[config.mk]
export PLATFORM = sky130hd
export DESIGN_NAME = fetch_stage
export DESIGN_NICKNAME = d
export VERILOG_FILES = /design/src/rtl/spu_pkg.sv /design/src/rtl/fetch_fifo.sv /design/src/rtl/fetch_stage.sv
export SDC_FILE = /design/constraint.sdc
export NUM_CORES = 1
export LEC_CHECK = 0
export CAP_MARGIN = 20
export CORE_MARGIN = 8
export CORE_UTILIZATION = 56
export DETAILED_ROUTE_END_ITERATION = 8
export HOLD_SLACK_MARGIN = 0.1
export PLACE_DENSITY = 0.92
export SETUP_SLACK_MARGIN = 0.3
export SYNTH_ARGS = -nofsm -noshare
export SYNTH_HDL_FRONTEND = slang
export SYNTH_SLANG_ARGS = --single-unit
[constraint.sdc]
create_clock -name clk -period 9.5 [get_ports clk]
set_input_delay 1.9 -clock clk [delete_from_list [all_inputs] [get_ports clk]]
set_output_delay 1.9 -clock clk [all_outputs]
set_load 0.02 [all_outputs]
[src/rtl/spu_pkg.sv]
// spu_pkg
//   Shared definitions for the 16-bit SPU core front end: machine word
//   width, PC increment, the HALT opcode, the fetch FSM state type and the
//   {instr, pc} record carried from fetch toward decode.
package spu_pkg;

    localparam int unsigned XLEN = 16;

    localparam logic [3:0]      OPC_HALT = 4'hF;
    localparam logic [XLEN-1:0] PC_STEP  = 16'd2;

    typedef enum logic {
        RUN    = 1'b0,
        HALTED = 1'b1
    } fetch_state_t;

    typedef struct packed {
        logic [XLEN-1:0] instr;
        logic [XLEN-1:0] pc;
    } fetch_entry_t;

endpackage

[src/rtl/fetch_fifo.sv]
// fetch_fifo
//   DEPTH-entry synchronous FIFO of fetched {instr, pc} records.
//   Ports:
//     clk, rst_n   clock, asynchronous active-low reset
//     push, wdata  write request and record (ignored when full without pop)
//     pop          read request (ignored when empty)
//     flush        empties the FIFO; dominates push and pop
//     rdata        head record (stale contents when empty)
//     full, empty  occupancy flags
module fetch_fifo
    import spu_pkg::*;
#(
    parameter int unsigned DEPTH = 2
) (
    input  logic         clk,
    input  logic         rst_n,
    input  logic         push,
    input  logic         pop,
    input  logic         flush,
    input  fetch_entry_t wdata,
    output fetch_entry_t rdata,
    output logic         full,
    output logic         empty
);

    localparam int unsigned AW = (DEPTH > 1) ? $clog2(DEPTH) : 1;
    localparam logic [AW:0] FULL_CNT = (AW+1)'(DEPTH);

    fetch_entry_t   r_mem [DEPTH];
    logic [AW-1:0]  r_rd_ptr;
    logic [AW-1:0]  r_wr_ptr;
    logic [AW:0]    r_count;

    logic w_do_push;
    logic w_do_pop;

    assign full  = (r_count == FULL_CNT);
    assign empty = (r_count == '0);
    assign rdata = r_mem[r_rd_ptr];

    assign w_do_pop  = pop && !empty;
    // A full FIFO still accepts a write when the head leaves in the same cycle.
    assign w_do_push = push && (!full || w_do_pop);

    always_ff @(posedge clk or negedge rst_n) begin
        if (!rst_n) begin
            r_rd_ptr <= '0;
            r_wr_ptr <= '0;
            r_count  <= '0;
        end else if (flush) begin
            r_rd_ptr <= '0;
            r_wr_ptr <= '0;
            r_count  <= '0;
        end else begin
            if (w_do_push) r_wr_ptr <= r_wr_ptr + AW'(1);
            if (w_do_pop)  r_rd_ptr <= r_rd_ptr + AW'(1);
            case ({w_do_push, w_do_pop})
                2'b10:   r_count <= r_count + (AW+1)'(1);
                2'b01:   r_count <= r_count - (AW+1)'(1);
                default: r_count <= r_count;
            endcase
        end
    end

    // Storage needs no reset: it is only observed while the FIFO is non-empty.
    always_ff @(posedge clk) begin
        if (!flush && w_do_push) begin
            r_mem[r_wr_ptr] <= wdata;
        end
    end

endmodule

[src/rtl/fetch_stage.sv]
// fetch_stage
//   Instruction fetch for the SPU core. Owns the PC, reads one instruction
//   per cycle from the combinational instruction ROM and queues {instr, pc}
//   toward decode. Redirects flush the queue and reload the PC; a fetched
//   HALT stops fetching until the next redirect.
//   Ports:
//     clk, rst_n        clock, asynchronous active-low reset
//     imem_addr         ROM byte address (current PC)
//     imem_rdata        ROM data for imem_addr
//     redirect_valid    branch/jump taken; redirect_pc is the target
//     if_valid/if_ready handshake toward decode
//     if_instr/if_pc    head instruction and its fetch address
//     halted            HALT fetched, fetching stopped
module fetch_stage
    import spu_pkg::*;
#(
    parameter int unsigned DEPTH    = 2,
    parameter logic [15:0] RESET_PC = 16'h0000
) (
    input  logic        clk,
    input  logic        rst_n,
    output logic [15:0] imem_addr,
    input  logic [15:0] imem_rdata,
    input  logic        redirect_valid,
    input  logic [15:0] redirect_pc,
    output logic        if_valid,
    input  logic        if_ready,
    output logic [15:0] if_instr,
    output logic [15:0] if_pc,
    output logic        halted
);

    logic [15:0]  r_pc;
    fetch_state_t r_state;
    fetch_entry_t r_last;

    fetch_entry_t w_head;
    fetch_entry_t w_wdata;
    logic         w_full;
    logic         w_empty;
    logic         w_pop;
    logic         w_push;
    logic         w_unused;

    assign w_unused = redirect_pc[0];

    assign w_pop  = !w_empty && if_ready;
    assign w_push = (r_state == RUN) && !redirect_valid && (!w_full || w_pop);

    assign w_wdata.instr = imem_rdata;
    assign w_wdata.pc    = r_pc;

    fetch_fifo #(
        .DEPTH (DEPTH)
    ) u_fifo (
        .clk   (clk),
        .rst_n (rst_n),
        .push  (w_push),
        .pop   (w_pop),
        .flush (redirect_valid),
        .wdata (w_wdata),
        .rdata (w_head),
        .full  (w_full),
        .empty (w_empty)
    );

    always_ff @(posedge clk or negedge rst_n) begin
        if (!rst_n) begin
            r_pc    <= RESET_PC;
            r_state <= RUN;
            r_last  <= '0;
        end else begin
            // Decode consumes the head even when a redirect discards the rest.
            if (w_pop) begin
                r_last <= w_head;
            end
            if (redirect_valid) begin
                r_pc    <= {redirect_pc[15:1], 1'b0};
                r_state <= RUN;
            end else if (w_push) begin
                r_pc <= r_pc + PC_STEP;
                if (imem_rdata[15:12] == OPC_HALT) begin
                    r_state <= HALTED;
                end
            end
        end
    end

    // With the queue empty the head outputs show the last consumed record.
    always_comb begin
        if_instr = w_head.instr;
        if_pc    = w_head.pc;
        if (w_empty) begin
            if_instr = r_last.instr;
            if_pc    = r_last.pc;
        end
    end

    assign imem_addr = r_pc;
    assign if_valid  = !w_empty;
    assign halted    = (r_state == HALTED);

endmodule

== Yosys cells after proc, flatten, opt, wreduce, memory -nomap -nowiden ==
Memories as Yosys holds them, arrays and structs flattened.
Cells that the tools add are included.
Storage, ports and cells
  register bits after elaboration: 53
  latch bits: 0
  RAM bits: 64
  bits in read-only memories: 0
  output and inout bits: 50
  memories: 1
Operators by class
  add/sub/neg operators: 5
  multiply operators: 0
  divide/modulo/power cells: 0
  order comparisons: 0
  eq/ne operators: 4
  shift operators: 0
  muxes and demuxes: 15
  bitwise logic cells: 1
  reductions and logical operators: 18
Memory list
  u_fifo.r_mem: depth 2, bits a word 32, read ports 1, clocked after Yosys merged registers in 0, write ports 1, line fetch_fifo.sv:29  | fetch_entry_t r_mem [DEPTH];
Operator list (number)
  $mux 16: 4
  $add 16x2->16 const B: 1
  $mux 1: 9
  $reduce_bool 2->1: 4
  $logic_and 1x1->1: 6
  $eq 2x2->1 const B: 2
  $eq 4x4->1 const B: 1
  $pmux 2 s2: 1
  $logic_not 1->1: 3
  $reduce_bool 3->1: 1
  $add 1x1->1 const B: 2
  $add 2x1->2 const B: 1
  $eq 2x1->1 const B: 1
  $logic_not 2->1: 1
  $logic_or 1x1->1: 2
  $mux 2: 1
  $reduce_and 2->1: 1
  $sub 2x1->2 const B: 1
  $not 1->1: 1

== Depth between registers and ports, before layout ==
Gate-level depths: netlist (run 1).
  word-level depth: 9
  gate-level depth with buffers: 6
  gate-level depth less buffers: 5

== Hierarchy ==
Synthesis (run 1) repeated with hierarchy kept, for this count alone.
Second synthesis, totals
  cells, all modules: 412
  area, all modules: 5152.4 µm²
Modules (own cells, without submodules)
  fetch_stage: times used 1, cells an instance 287, area each 2608.8 µm²
  fetch_fifo: times used 1, cells an instance 125, area each 2543.7 µm²

== Worst setup path before layout (run 1) ==
OpenSTA, ideal clock, no wires.
  path kind: in2reg
  from: in redirect_valid
  to: mem u_fifo.r_mem[0][10] (netlist bit), enable pin
  library setup time: 0.497 ns
  arrival time: 5.005 ns
  slack: 3.998 ns
  stages on the path: 1
  path buffers: 0
  cells stage by stage: nor4_1
On the way
  word-level cells in the longest chain between the ends: 7
Ends and longest elaborated chain
  from (decl): line fetch_stage.sv:24  | input logic redirect_valid,
  $logic_not 1->1 (*): line fetch_fifo.sv:67, fetch_stage.sv:48
  $logic_and 1x1->1 (2 in series): line fetch_stage.sv:48  | assign w_push = (r_state == RUN) && !redirect_valid && (!w_full || w_pop);
  $logic_and 1x1->1: line fetch_fifo.sv:43  | assign w_do_push = push && (!full || w_do_pop);
  $logic_and 1x1->1 (*): line fetch_fifo.sv:67  | if (!flush && w_do_push) begin
  $mux 1 (*): line fetch_fifo.sv:67
  $mux 1 (not written as such) (*): line fetch_fifo.sv:68  | r_mem[r_wr_ptr] <= wdata;
  to (decl): line fetch_fifo.sv:29
Mark *: on every way between the ends. The rest lies on a longest branch, timed or not.

== Worst setup path in the final report (run 1) ==
  from: reg u_fifo.r_rd_ptr
  to: out if_pc[10]
On the way
  word-level cells in the longest chain between the ends: 2
Ends and longest elaborated chain
  from (decl): line fetch_fifo.sv:30  | logic [AW-1:0] r_rd_ptr;
  from (signal assigned): line fetch_fifo.sv:56  | if (w_do_pop) r_rd_ptr <= r_rd_ptr + AW'(1);
  $mem_v2 2x32
  $mux 16: line fetch_stage.sv:93  | if (w_empty) begin
  to (decl): line fetch_stage.sv:29  | output logic [15:0] if_pc,
Every way passes these cells.

==> key figures, run 1 <==
Yosys
  – Mapped Cells: 395
  – Mapped cell area: 4720 um^2
  – Dominant cells by area after synthesis: edfxtp_1 (39%), dfrtp_1 (27%), mux2i_1 (6.8%)
  – Number of synthesized flops with an enable pin: 62
  – Distinct cell type count of the synthesized netlist: 43
  – Post-synth top flop: edfxtp_1
  – Yosys warns: 0
  – Synthesized flop and latch total: between 100 and 150
  – Sequential fraction of the synthesis area: about 66%
  – Avg Inst Size Synth: 12.0 um^2
  – Yosys top cell area share: slightly below 40%
  – Area leader, netlist: edfxtp_1
  – Async SR Flop Fraction: 45.1%

Placement
  – Hpwl dp: 6510 um
  – Inst Count DP: 564
  – PortBufs: 82
  – Gpl congestion: around 0.85
  – Placed Area: 5630 um^2

Clock network
  – CTS Buffer Depth: 2
  – CTS resizes: 0
  – H-Tree Depth: 4
  – CTS tree: built
  – Buffer count from post-CTS setup fixing: 0
  – CTS Hold Bufs: 0
  – Clock Sinks: 113
  – Clock Pin Slew Worst Setup and Hold Paths: 60 ps
  – Clock Tree Root: clkbuf_8
  – Clk_lat worst skew: 490 ps
  – CTS buffer count: 17

Cells and area
  – Finished Layout Cells: 597
  – Final net count: between 500 and 600
  – Area Growth Syn to Fin: 32.0%
  – Most frequent cells in the layout: clkdlybuf4s50_1 (81), edfxtp_1 (62), dfrtp_1 (50)
  – N_diodes: 0
  – Fin area: 6240 um^2
  – Layout cell share with drive strength beyond 1: 9.15%
  – Most common cell after layout, fill and taps aside: clkdlybuf4s50_1

Pwr
  – Power Total: 2.05 mW
  – Worst vdd rail ir drop: 0.162 mV
  – Reg power frac: 35.0%
  – P_leak: 2.41 nW
  – Switching Share: 33.2%
  – Pint: 1.37 mW
  – Combinational share of power: 34.4%
  – Pwr Density: 328 nW/um^2
  – Psw: between 600 and 700 uW
  – Clock power frac: a little under a third

Routing
  – Antenna Nets Post-Route: 0
  – Wire per inst: about 18 um
  – Detailed Route WL: around 11,000 um
  – Initial drt markers: 189
  – Vias/cell: about 5.6
  – DRT Pass-1 Iters: 5
  – Via count: 3,361
  – # DRC: 0

Critical path
  – Required time of the critical path: 7600 ps
  – Critical path peak fanout: 32
  – Cell with the largest stage delay on the worst path: dfrtp_2
  – Worst path cell trace: mux2i_1 > a21oi_1 > clkdlybuf4s50_1
  – Crit path arrival time: 2670 ps
  – Crit Path Class: reg -> out
  – Setup crit end kind: output port
  – Worst stage delay on the critical path: 1020 ps
  – Critical Path Source Type: flop

Timing
  – Final Hold Viols: 0
  – Normalized max-slew margin: 33.7%
  – # setup viols final: 0
  – Skew final: 10.8 ps
  – Fin. max-slew vios: 0
  – Fin Setup TNS: 0 ps
  – RSZ-0062 raised after global routing: no
  – Crit path time final: 4570 ps
  – Slew @ Worst Pin: 995 ps
  – Tightest hold margin: 481 ps
  – Final Cycle Share: 48.1%
  – Fmax: around 220 MHz

Hold path
  – Worst min path class: reg -> reg

Run status
  – Status: finished, final reports clean

Global routing
  – Global route overflow: 0
  – Antenna violations before repair: 0
  – Total track usage: 19.1%
  – Number of global-route vias before repair: 3,486
  – Largest net degree at the start of global routing: 65
  – First-pass GRT wire length: about 17,000 um

Die
  – Starting Density: 57.5%
  – Die area: 11,600 um^2
  – Core area: 8220 um^2
  – Die extent in x: roughly 110 um
  – Die height: 108 um
  – Rows: 33
  – Io pins: 86

Flow run
  – Max-cap violations: 0
-- stage by stage --
step	setup slack (ps)	utilization [%]
3_5_place_dp	5180	68.5
3_3_place_gp	5290	68.5
5_1_grt	4800	75.9
2_1_floorplan	4000	-
6_report	4930	75.9
4_1_cts	4650	75.7
-- power groups by stage --
stage,registers (mW),logic [mW],clock network (mW)
after floorplan,0.687,0.417,0
after global placement,0.710,0.674,0
after detailed placement,0.719,0.694,0
after CTS,0.715,0.704,0.632
after global routing,0.728,0.762,0.653
final,0.716,0.704,0.626
-- cell families (layout without fill, tap and decap cells) --
group	count (synthesis)	count (layout)	synth area share [%]
adder cells (fa/ha/maj)	1	1	0.265
flip-flops	113	113	66.4
other	1	2	0.0794
buffers and inverters	30	126	2.65
AO/OA/AOI/OAI	89	89	10.1
multiplexers	32	32	6.78
AND/OR/NAND/NOR	118	118	11.7
XOR/XNOR	11	11	2.04
-- synthesized netlist by cell type (2+ instances only) --
| master | instances |
|---|---|
| nand4_1 | 4 |
| a31o_2 | 2 |
| buf_4 | 2 |
| nand2_1 | 43 |
| nand3_1 | 4 |
| o21ai_0 | 42 |
| and3_1 | 2 |
| a31oi_1 | 7 |
| a21oi_1 | 33 |
| buf_2 | 4 |
| dfrtp_1 | 51 |
| xor2_1 | 3 |
| nand3b_1 | 3 |
| nor2_1 | 44 |
| mux2i_1 | 32 |
| inv_1 | 7 |
| edfxtp_1 | 62 |
| clkbuf_1 | 16 |
| xnor2_1 | 8 |
| nor3_1 | 3 |
-- registers in the layout, summed over array words and instances, names as in the netlist --
name and flops:
halted 1, imem_addr 15, r_last 31, u_fifo.r_count 2
u_fifo.r_mem 62, u_fifo.r_rd_ptr 1, u_fifo.r_wr_ptr 1
-- path summary, 6_finish.rpt --
check,startpoint,to,slack [ps],depth (start not counted)
setup / recovery,u_fifo.r_rd_ptr,if_pc[10],4930,3
hold / removal,r_last[16],r_last[16],480,2
setup reg to reg,u_fifo.r_count[0],u_fifo.r_mem[1][19],7370,4
hold reg to reg,r_last[16],r_last[16],480,2
max in group asynchronous,rst_n,u_fifo.r_rd_ptr,7470,2
min in group asynchronous,rst_n,imem_addr[12],1530,2
-- per-layer routing --
layer	track usage (%)	wire length, um	vias up
li1	-	-	1585
met1	21.8	4320	1655
met2	31.7	5460	103
met3	5.45	611	18
met4	10.4	217	0
met5	0	0	-
-- worst max-delay path, delay by kind of cell (launching register included) --
kind,cells,cell delay [ps]
AOI/OAI and AO/OA,1,260
muxes,1,250
buffers and inverters,1,640
DFF,1,1020
-- cell type report --
class                   instances  area (um^2)
clock buffers                  27          492
clock inverters                 5          100
fillers                       497         1980
inverters                       7         26.3
multi-input cells             253         1480
flip-flops and latches        113         3140
well taps                     105          131
repair buffers                 87          866
(Power assumes the default switching activity.)
==> inputs of run 2 (changes only) <==
Settings changed: CORE_UTILIZATION 56 to 47, PLACE_DENSITY 0.92 to 0.83.
Clock period 9.5 ns to 3.9 ns, I/O delays scaled along.
==> run 2 against run 1 <==
  * Routed wire length increased by 1.6%
  * Power increased by 140%
  * Highest routed layer unchanged
  * First-iteration DRC count increased by 22%
==> key figures, run 2 (synthesized netlist as in run 1, its figures left out) <==
Global routing
  – GR Layer Usage met1: 19.0% (-2.8 points)
  – Grt peak-use layer: met2
  – First-pass GRT wire length: 17,400 um (+1.6%)
  – Number of global-route vias before repair: 3,544 (+1.7%)
  – Largest net degree at the start of global routing: 64 (-1.5%)
  – Antenna violations before repair: 0 (unchanged)
  – GR met3 Demand/Resource: 5.89% (+0.45 points)
  – Total track usage: 17.1% (-2.0 points)
  – Global route overflow: 0 (unchanged)
  – Met2 global-route usage: 28.7% (-3.0 points)

Clock network
  – Clock Tree Root: clkbuf_8
  – Clock Pin Slew Worst Setup and Hold Paths: 60 ps (about the same)
  – CTS Hold Bufs: 0 (unchanged)
  – CTS buffer count: 17 (unchanged)
  – CTS tree: built
  – Clk_lat worst skew: 500 ps (about the same)
  – H-Tree Depth: 4 (unchanged)
  – Buffer count from post-CTS setup fixing: 0 (unchanged)
  – Clock Sinks: 113 (unchanged)
  – CTS Buffer Depth: 2 (unchanged)

Timing
  – Slew @ Worst Pin: 675 ps (-320 ps)
  – Final setup margin: 535 ps (-4390 ps)
  – Fin. max-slew vios: 0 (unchanged)
  – Fin Setup TNS: 0 ps (unchanged)
  – Fmax: 297 MHz
  – Final Hold Viols: 0 (unchanged)
  – Normalized max-slew margin: 55.0% (+21 points)
  – RSZ-0062 raised after global routing: no
  – # setup viols final: 0 (unchanged)
  – Crit path time final: 3370 ps
  – Skew final: 12.1 ps (+1.26 ps)
  – Tightest hold margin: 312 ps (-169 ps)
  – Final Cycle Share: 86.3%

Run status
  – Status: finished, final reports clean

Critical path
  – Setup crit end kind: output port
  – CP Launch Point: u_fifo.r_count[0]
  – Critical path peak fanout: 23 (-28%)
  – Worst R2R Setup Slack: 1690 ps (-5680 ps)
  – Worst stage delay on the critical path: 660 ps (-360 ps)
  – Cell with the largest stage delay on the worst path: clkdlybuf4s50_1
  – RR Endpoint: u_fifo.r_mem[1][21]
  – Crit Path Class: reg -> out
  – Crit path arrival time: 2590 ps (-80 ps)
  – Worst path cell trace: or2_4 > buf_4 > nor2_1 > a21oi_1 > clkdlybuf4s50_1
  – Reg2Reg Depth: 5 (+1)
  – Required time of the critical path: 3120 ps (-4480 ps)
  – Critical Path Source Type: flop
  – Worst r2r src: u_fifo.r_count[1]

Placement
  – PortBufs: 82 (unchanged)
  – Inst Count DP: 598 (+6.0%)
  – Placed Area: 5710 um^2 (+1.6%)
  – Pre-CTS setup slack: 906 ps (-4280 ps)
  – Gpl congestion: 0.847 (-0.60%)
  – Hpwl dp: 7030 um (+7.9%)

Pwr
  – Power Total: 4.90 mW (+140%)
  – Worst vdd rail ir drop: 0.397 mV (+140%)
  – P_leak: 2.41 nW (+0.34%)
  – Pwr Density: 780 nW/um^2 (+140%)

Routing
  – Wire per inst: 17.1 um (-3.7%)
  – Initial drt markers: 230 (+22%)
  – # DRC: 0 (unchanged)
  – Vias/cell: 5.27 (-6.5%)
  – Antenna Nets Post-Route: 0 (unchanged)
  – DRT Pass-1 Iters: 4 (-1)
  – Via count: 3,317 (-1.3%)
  – Detailed Route WL: 10,800 um (+1.6%)

Flow run
  – Max-cap violations: 0 (unchanged)

Die
  – Starting Density: 48.3% (-9.2 points)
  – Die extent in x: 116 um (+7.8%)
  – Io pins: 86 (unchanged)
  – Core area: 9770 um^2 (+19%)
  – Die height: 116 um (+7.8%)
  – Rows: 36 (+9.1%)
  – Die area: 13,500 um^2 (+16%)

Cells and area
  – Final core occ: 64.2% (-12 points)
  – Layout cell share with drive strength beyond 1: 10.7% (+1.5 points)
  – Most common cell after layout, fill and taps aside: clkdlybuf4s50_1
  – Fin area: 6280 um^2 (+0.66%)
  – Area Growth Syn to Fin: 32.9%
  – Most flops, register: u_fifo.r_mem
  – Finished Layout Cells: 630 (+5.5%)
  – Final net count: 521 (+0.97%)
  – Layout fillers: 738 (+48%)
  – N_diodes: 0 (unchanged)
  – Most frequent cells in the layout: clkdlybuf4s50_1 (81), edfxtp_1 (62), dfrtp_1 (50)
  – Number of flip-flops in the largest register: 62 (unchanged)

Hold path
  – Worst min path class: in -> async
[run 2: layer usage]
| metal | up-vias | part of all wire, % |
|---|---|---|
| met5 | - | 0 |
| met4 | 0 | 1.9 |
| met3 | 15 | 6.2 |
| met2 | 104 | 51 |
| met1 | 1604 | 41 |
| li1 | 1594 | - |
[run 2: area by class of cell]
| class | count | area, um^2 | share of cell area [%] |
|---|---|---|---|
| Clock buffer | 21 | 449 | 7.15 |
| Clock inverter | 11 | 113 | 1.79 |
| Inverter | 7 | 26.3 | 0.418 |
| Multi-Input combinational cell | 253 | 1490 | 23.8 |
| Sequential cell | 113 | 3140 | 50.0 |
| Tap cell | 133 | 166 | 2.65 |
| Timing Repair Buffer | 92 | 891 | 14.2 |
[run 2: worst max path at each step]
stage	to	slack [ps]
5_1_grt	if_instr[13]	430
3_5_place_dp	u_fifo.r_mem[1][20]	910
3_3_place_gp	u_fifo.r_mem[1][17]	950
6_report	if_instr[13]	530
2_1_floorplan	u_fifo.r_mem[0][10]	850
4_1_cts	if_instr[13]	380
[run 2: critical path, delay by kind of cell (launching register included)]
kind	cells	cell delay, ps
simple gates	2	420
compound gates	1	160
flops	1	510
buf+inv	2	980
[run 2: where the power goes]
| group | internal, mW | switching, mW | leakage (nW) |
|---|---|---|---|
| Clock | 0.934 | 0.509 | 0.275 |
| Combinational | 0.761 | 0.981 | 0.934 |
| Sequential | 1.53 | 0.184 | 1.20 |
| Total | 3.22 | 1.67 | 2.41 |
[run 2: repair_timing]
action,in CTS,in global routing
setup endpoints to repair,0,9
resized for setup,0,1
endpoints found under the hold margin,0,0
==> RTL edit 1, RTL diff (config.mk and constraints of run 2) <==
`DEPTH` is set to 2 in 2 places; all go to 4.
--- a/src/rtl/fetch_fifo.sv
+++ b/src/rtl/fetch_fifo.sv
@@ -10,7 +10,7 @@
 module fetch_fifo
     import spu_pkg::*;
 #(
-    parameter int unsigned DEPTH = 2
+    parameter int unsigned DEPTH = 4
 ) (
     input  logic         clk,
     input  logic         rst_n,
--- a/src/rtl/fetch_stage.sv
+++ b/src/rtl/fetch_stage.sv
@@ -14,7 +14,7 @@
 module fetch_stage
     import spu_pkg::*;
 #(
-    parameter int unsigned DEPTH    = 2,
+    parameter int unsigned DEPTH    = 4,
     parameter logic [15:0] RESET_PC = 16'h0000
 ) (
     input  logic        clk,
Check against the original RTL: not equivalent (a bounded check fails within 4 cycles, from zero or initial values and one cycle with rst_n low).
==> RTL edit 1 against run 2 <==
- clock skew is 0.0035 ns lower
- routed wire length is 39% higher
- area after synthesis is 57% higher
- worst setup slack worse by 0.096 ns
- final cell count is 18% higher
- first-iteration DRC count is 17% lower
- sequential cell count is 65 higher
- design area is 45% higher
- total power is 31% higher
- critical path type unchanged
- largest power group is now sequential cells
==> RTL edit 1: results (changes against run 2) <==
[synthesis]
syn_inst = 421  ; +6.6%
async_flop_share_pct = 30.3  ; -15 points
yosys-top-cells-area = edfxtp_1, dfrtp_1, mux2_2
ys_top_cells_by_count = edfxtp_1, mux2_2, dfrtp_1
yosysSeqAreaShare_pct = 68.4  ; +1.9 points
ys_types = 42  ; -2.3%
synth-edff-count = 124  ; +100%

[placement]
place_ws_ns = 0.656  ; -0.249 ns
dp_hpwl_microns = 9720  ; +38%
dpl-instance-area_sq_mm = 0.00856  ; +50%
place_inst = 712  ; +19%
gp_congestion = 0.816  ; -3.7%

[power]
p_clk_share_pct = 24.9  ; -4.6 points
p_leak_nw = 3.18  ; +32%
max-vdd-ir-drop_uv = 354  ; -11%
pg_clk_w = 0.00160  ; +11%
p_seq_share_pct = 41.0  ; +6.0 points
intPower_w = 0.00453  ; +40%

[clocking]
ctsResizeCount = 2  ; +2
clockRootBuffer = clkbuf_16
post-cts-setup-buffers = 0  ; unchanged
worstSkewPairLatency_ns = 0.42  ; -0.08 ns

[critical_path]
crit_start = u_fifo.r_rd_ptr[0]
critPathSlowestCell = dfrtp_4
crit_arrival_ns = 2.68  ; +0.09 ns
r2r_cells = 7  ; +2
rrSetupSlack_ns = 1.60  ; -0.09 ns
worst_r2r_endpoint = u_fifo.r_count[2]
crit_fanout = 21  ; -8.7%
max_stage_delay_ns = 0.59  ; -0.07 ns
crit_family = multiplexers
reg2reg_from = u_fifo.r_count[0]

[global_routing]
grt_pass1_vias = 4561  ; +29%
grtUsageTotal_pct = 16.0  ; -1.1 points
grt_max_degree = 42  ; -34%
grt_pass1_wl_microns = 24200  ; +39%

[routing]
wl_per_cell_microns = 20.2  ; +18%
routed_wl_microns = 15000  ; +39%
vias_per_cell = 5.44  ; +3.4%

[timing]
final.setup_skew_ns = 0.00855  ; -0.00350 ns
timing.hold.ws_ns = 0.475  ; +0.163 ns
worst_pin_slew_ns = 0.846  ; +0.172 ns

[final_layout]
nFillCells = 1179  ; +60%
drive_gt1_share_pct = 27.7  ; +17 points
largest_reg_flops = 124  ; +100%

[outcome]
status = finished, final reports clean

RTL edit 1: changes by cell type after synthesis, moves of 5 or more:
cell,delta
edfxtp_1,+62
mux2_2,+62
a21oi_1,-31
mux4_2,+31
nor2_1,-31
o21ai_0,-31
mux2i_1,-26
nand2_1,-24
clkbuf_1,-8
buf_2,+6
and2_1,+5
nor3_1,+5
RTL edit 1: cells by family (layout without fill, tap and decap cells):
logic type | count (synthesis) | after routing | synth area share, %
flops | 178 | 178 | 68.4
mux | 100 | 100 | 19.8
simple gates | 72 | 72 | 5.54
buf+inv | 29 | 135 | 1.84
compound gates | 24 | 24 | 2.04
xor+xnor | 11 | 11 | 1.30
fa+ha+maj | 6 | 6 | 1.11
other cells | 1 | 2 | 0.0505
RTL edit 1: how the worst min path moves through the flow:
stage | cells past startpoint | from | endpoint
2_1_floorplan | 1 | r_last[15] | r_last[15]
3_3_place_gp | 1 | r_last[20] | r_last[20]
3_5_place_dp | 1 | r_last[19] | r_last[19]
4_1_cts | 1 | rst_n | r_last[2]
5_1_grt | 1 | rst_n | r_last[10]
6_report | 1 | rst_n | u_fifo.r_count[0]
RTL edit 1: area by class of cell:
| type | count | area, sq um | share of cell area, % |
|---|---|---|---|
| clock buffers | 27 | 513 | 5.62 |
| clock inverters | 5 | 51.3 | 0.562 |
| inverters | 6 | 22.5 | 0.247 |
| multi-input cells | 215 | 2240 | 24.5 |
| flip-flops and latches | 178 | 5080 | 55.7 |
| well taps | 216 | 270 | 2.96 |
| repair buffers | 97 | 953 | 10.4 |
RTL edit 1: layer usage:
metal / track usage (%) / share of wire (%) / up-vias
met4: 6.22 / 1.5 / 0
met5: 0 / 0 / -
met1: 18.9 / 42 / 2103
met3: 4.03 / 5.4 / 19
met2: 27.6 / 51 / 119
li1: - / - / 1810
==> RTL edit 2, RTL diff (settings of run 2) <==
Made on the original files. Make the reset (`rst_n`) synchronous in 2 clocked blocks. Comments in the files are not updated.
--- a/src/rtl/fetch_fifo.sv
+++ b/src/rtl/fetch_fifo.sv
@@ -42,7 +42,7 @@
     // A full FIFO still accepts a write when the head leaves in the same cycle.
     assign w_do_push = push && (!full || w_do_pop);
 
-    always_ff @(posedge clk or negedge rst_n) begin
+    always_ff @(posedge clk) begin
         if (!rst_n) begin
             r_rd_ptr <= '0;
             r_wr_ptr <= '0;
--- a/src/rtl/fetch_stage.sv
+++ b/src/rtl/fetch_stage.sv
@@ -64,7 +64,7 @@
         .empty (w_empty)
     );
 
-    always_ff @(posedge clk or negedge rst_n) begin
+    always_ff @(posedge clk) begin
         if (!rst_n) begin
             r_pc    <= RESET_PC;
             r_state <= RUN;
Formal check against the unedited RTL: differs if rst_n is asserted again (counterexample within 4 cycles, from zero or initial values and one cycle with rst_n low); with rst_n held inactive, the same outputs for 4 cycles.
==> RTL edit 2 against run 2 <==
- worst setup slack lost 0.070 ns
- register-to-register slack lost 0.53 ns
- routed wire length grew 1.1%
- final cell count shrank 0.63%
- design area shrank 1.3%
- sequential cell count grew 1
- critical path depth shrank 1
- area after synthesis grew 0.85%
- clock skew grew 0.0019 ns
- core utilization shrank 1.1 points
Power is not compared: it rests on default switching activity, and its combinational part moved more than twofold at a synthesized area within 25%.
==> RTL edit 2: results (changes against run 2) <==
[outcome]
status = finished, final reports clean

[critical_path]
rrSetupSlack_ns = 1.16  ; -0.53 ns
crit_fanout = 23  ; unchanged
worst_r2r_endpoint = u_fifo.r_count[1]
max_stage_delay_ns = 0.83  ; +0.17 ns
endpoint = if_instr[12]
critPathSlowestCell = dfxtp_2
cp-start-kind = flop
reg2reg_from = u_fifo.r_count[0]
crit_arrival_ns = 2.65  ; +0.06 ns

[synthesis]
synth_fa_ha_area_share_pct = 0.525  ; +0.26 points
synth-edff-count = 62  ; unchanged
syn_inst = 400  ; +1.3%
async_flop_share_pct = 0  ; -45 points
synth_mux_area_share_pct = 6.72  ; -0.057 points
synth_compound_area_share_pct = 14.0  ; +3.9 points
ys_top_cells_by_count = edfxtp_1, dfxtp_1, nor2_1
yosysSeqAreaShare_pct = 60.9  ; -5.5 points
ys_types = 40  ; -7.0%
synth_xor_area_share_pct = 2.02  ; -0.017 points
yosys-top-cells-area = edfxtp_1, dfxtp_1, mux2i_1

[placement]
dp_hpwl_microns = 7000  ; -0.34%
place_inst = 594  ; -0.67%
dpl-instance-area_sq_mm = 0.00563  ; -1.5%
gp_congestion = 0.793  ; -6.4%
place_ws_ns = 0.848  ; -0.0574 ns

[final_layout]
largest_reg_flops = 62  ; unchanged
drive_gt1_share_pct = 10.3  ; -0.32 points
final_cell_count_no_fill = 626  ; -0.63%
top_register = u_fifo.r_mem
final_nets = 518  ; -0.58%

[routing]
vias = 3396  ; +2.4%
wl_per_cell_microns = 17.4  ; +1.8%
drt_iter0_drc = 229  ; -0.43%

[timing]
worst_pin_slew_ns = 0.935  ; +0.261 ns
max_freq_mhz = 291  ; -2.0%
final.setup_skew_ns = 0.0140  ; +0.00189 ns
timing.hold.ws_ns = 0.498  ; +0.186 ns

[clocking]
htree_levels = 4  ; unchanged
ctsResizeCount = 1  ; +1
worstSkewPairLatency_ns = 0.51

[global_routing]
grt_pass1_wl_microns = 16900  ; -3.2%
grt_pass1_vias = 3462  ; -2.3%
grt_max_degree = 65  ; +1.6%
grtUsageTotal_pct = 16.2  ; -0.87 points

[power]
p_leak_nw = 2.51

[worst_hold_path]
hold_path.class = reg -> reg

==> RTL edit 2: cell types whose count changed after synthesis, moves of 4 or more <==
cell and change:
a31oi_1 -4, o21ai_0 -27, o211a_1 +31, dfrtp_1 -51, dfxtp_1 +52, nand2_1 -6, buf_6 +8, a21oi_1 +8
==> RTL edit 2: routing by layer <==
metal | part of all wire (%) | global-route usage [%]
met1 | 43 | 18.8
met2 | 50 | 26.9
met3 | 6.3 | 5.79
met4 | 0.72 | 6.06
met5 | 0 | 0
==> RTL edit 2: cell type report <==
cell class	instances	area, sq um
clock buffers	24	523
fillers	773	3620
inverters	4	15.0
repair buffers	88	861
clock inverters	8	43.8
multi-input cells	255	1680
flip-flops and latches	114	2900
well taps	133	166
==> RTL edit 2: report_power, final <==
group	internal, W	leakage, nW	total (W)	switching, W
combinational	0.000199	1.20	0.000440	0.000240
sequential	0.00134	1.02	0.00139	0.0000490
clock	0.000918	0.292	0.00143	0.000516
total	0.00246	2.51	0.00327	0.000806
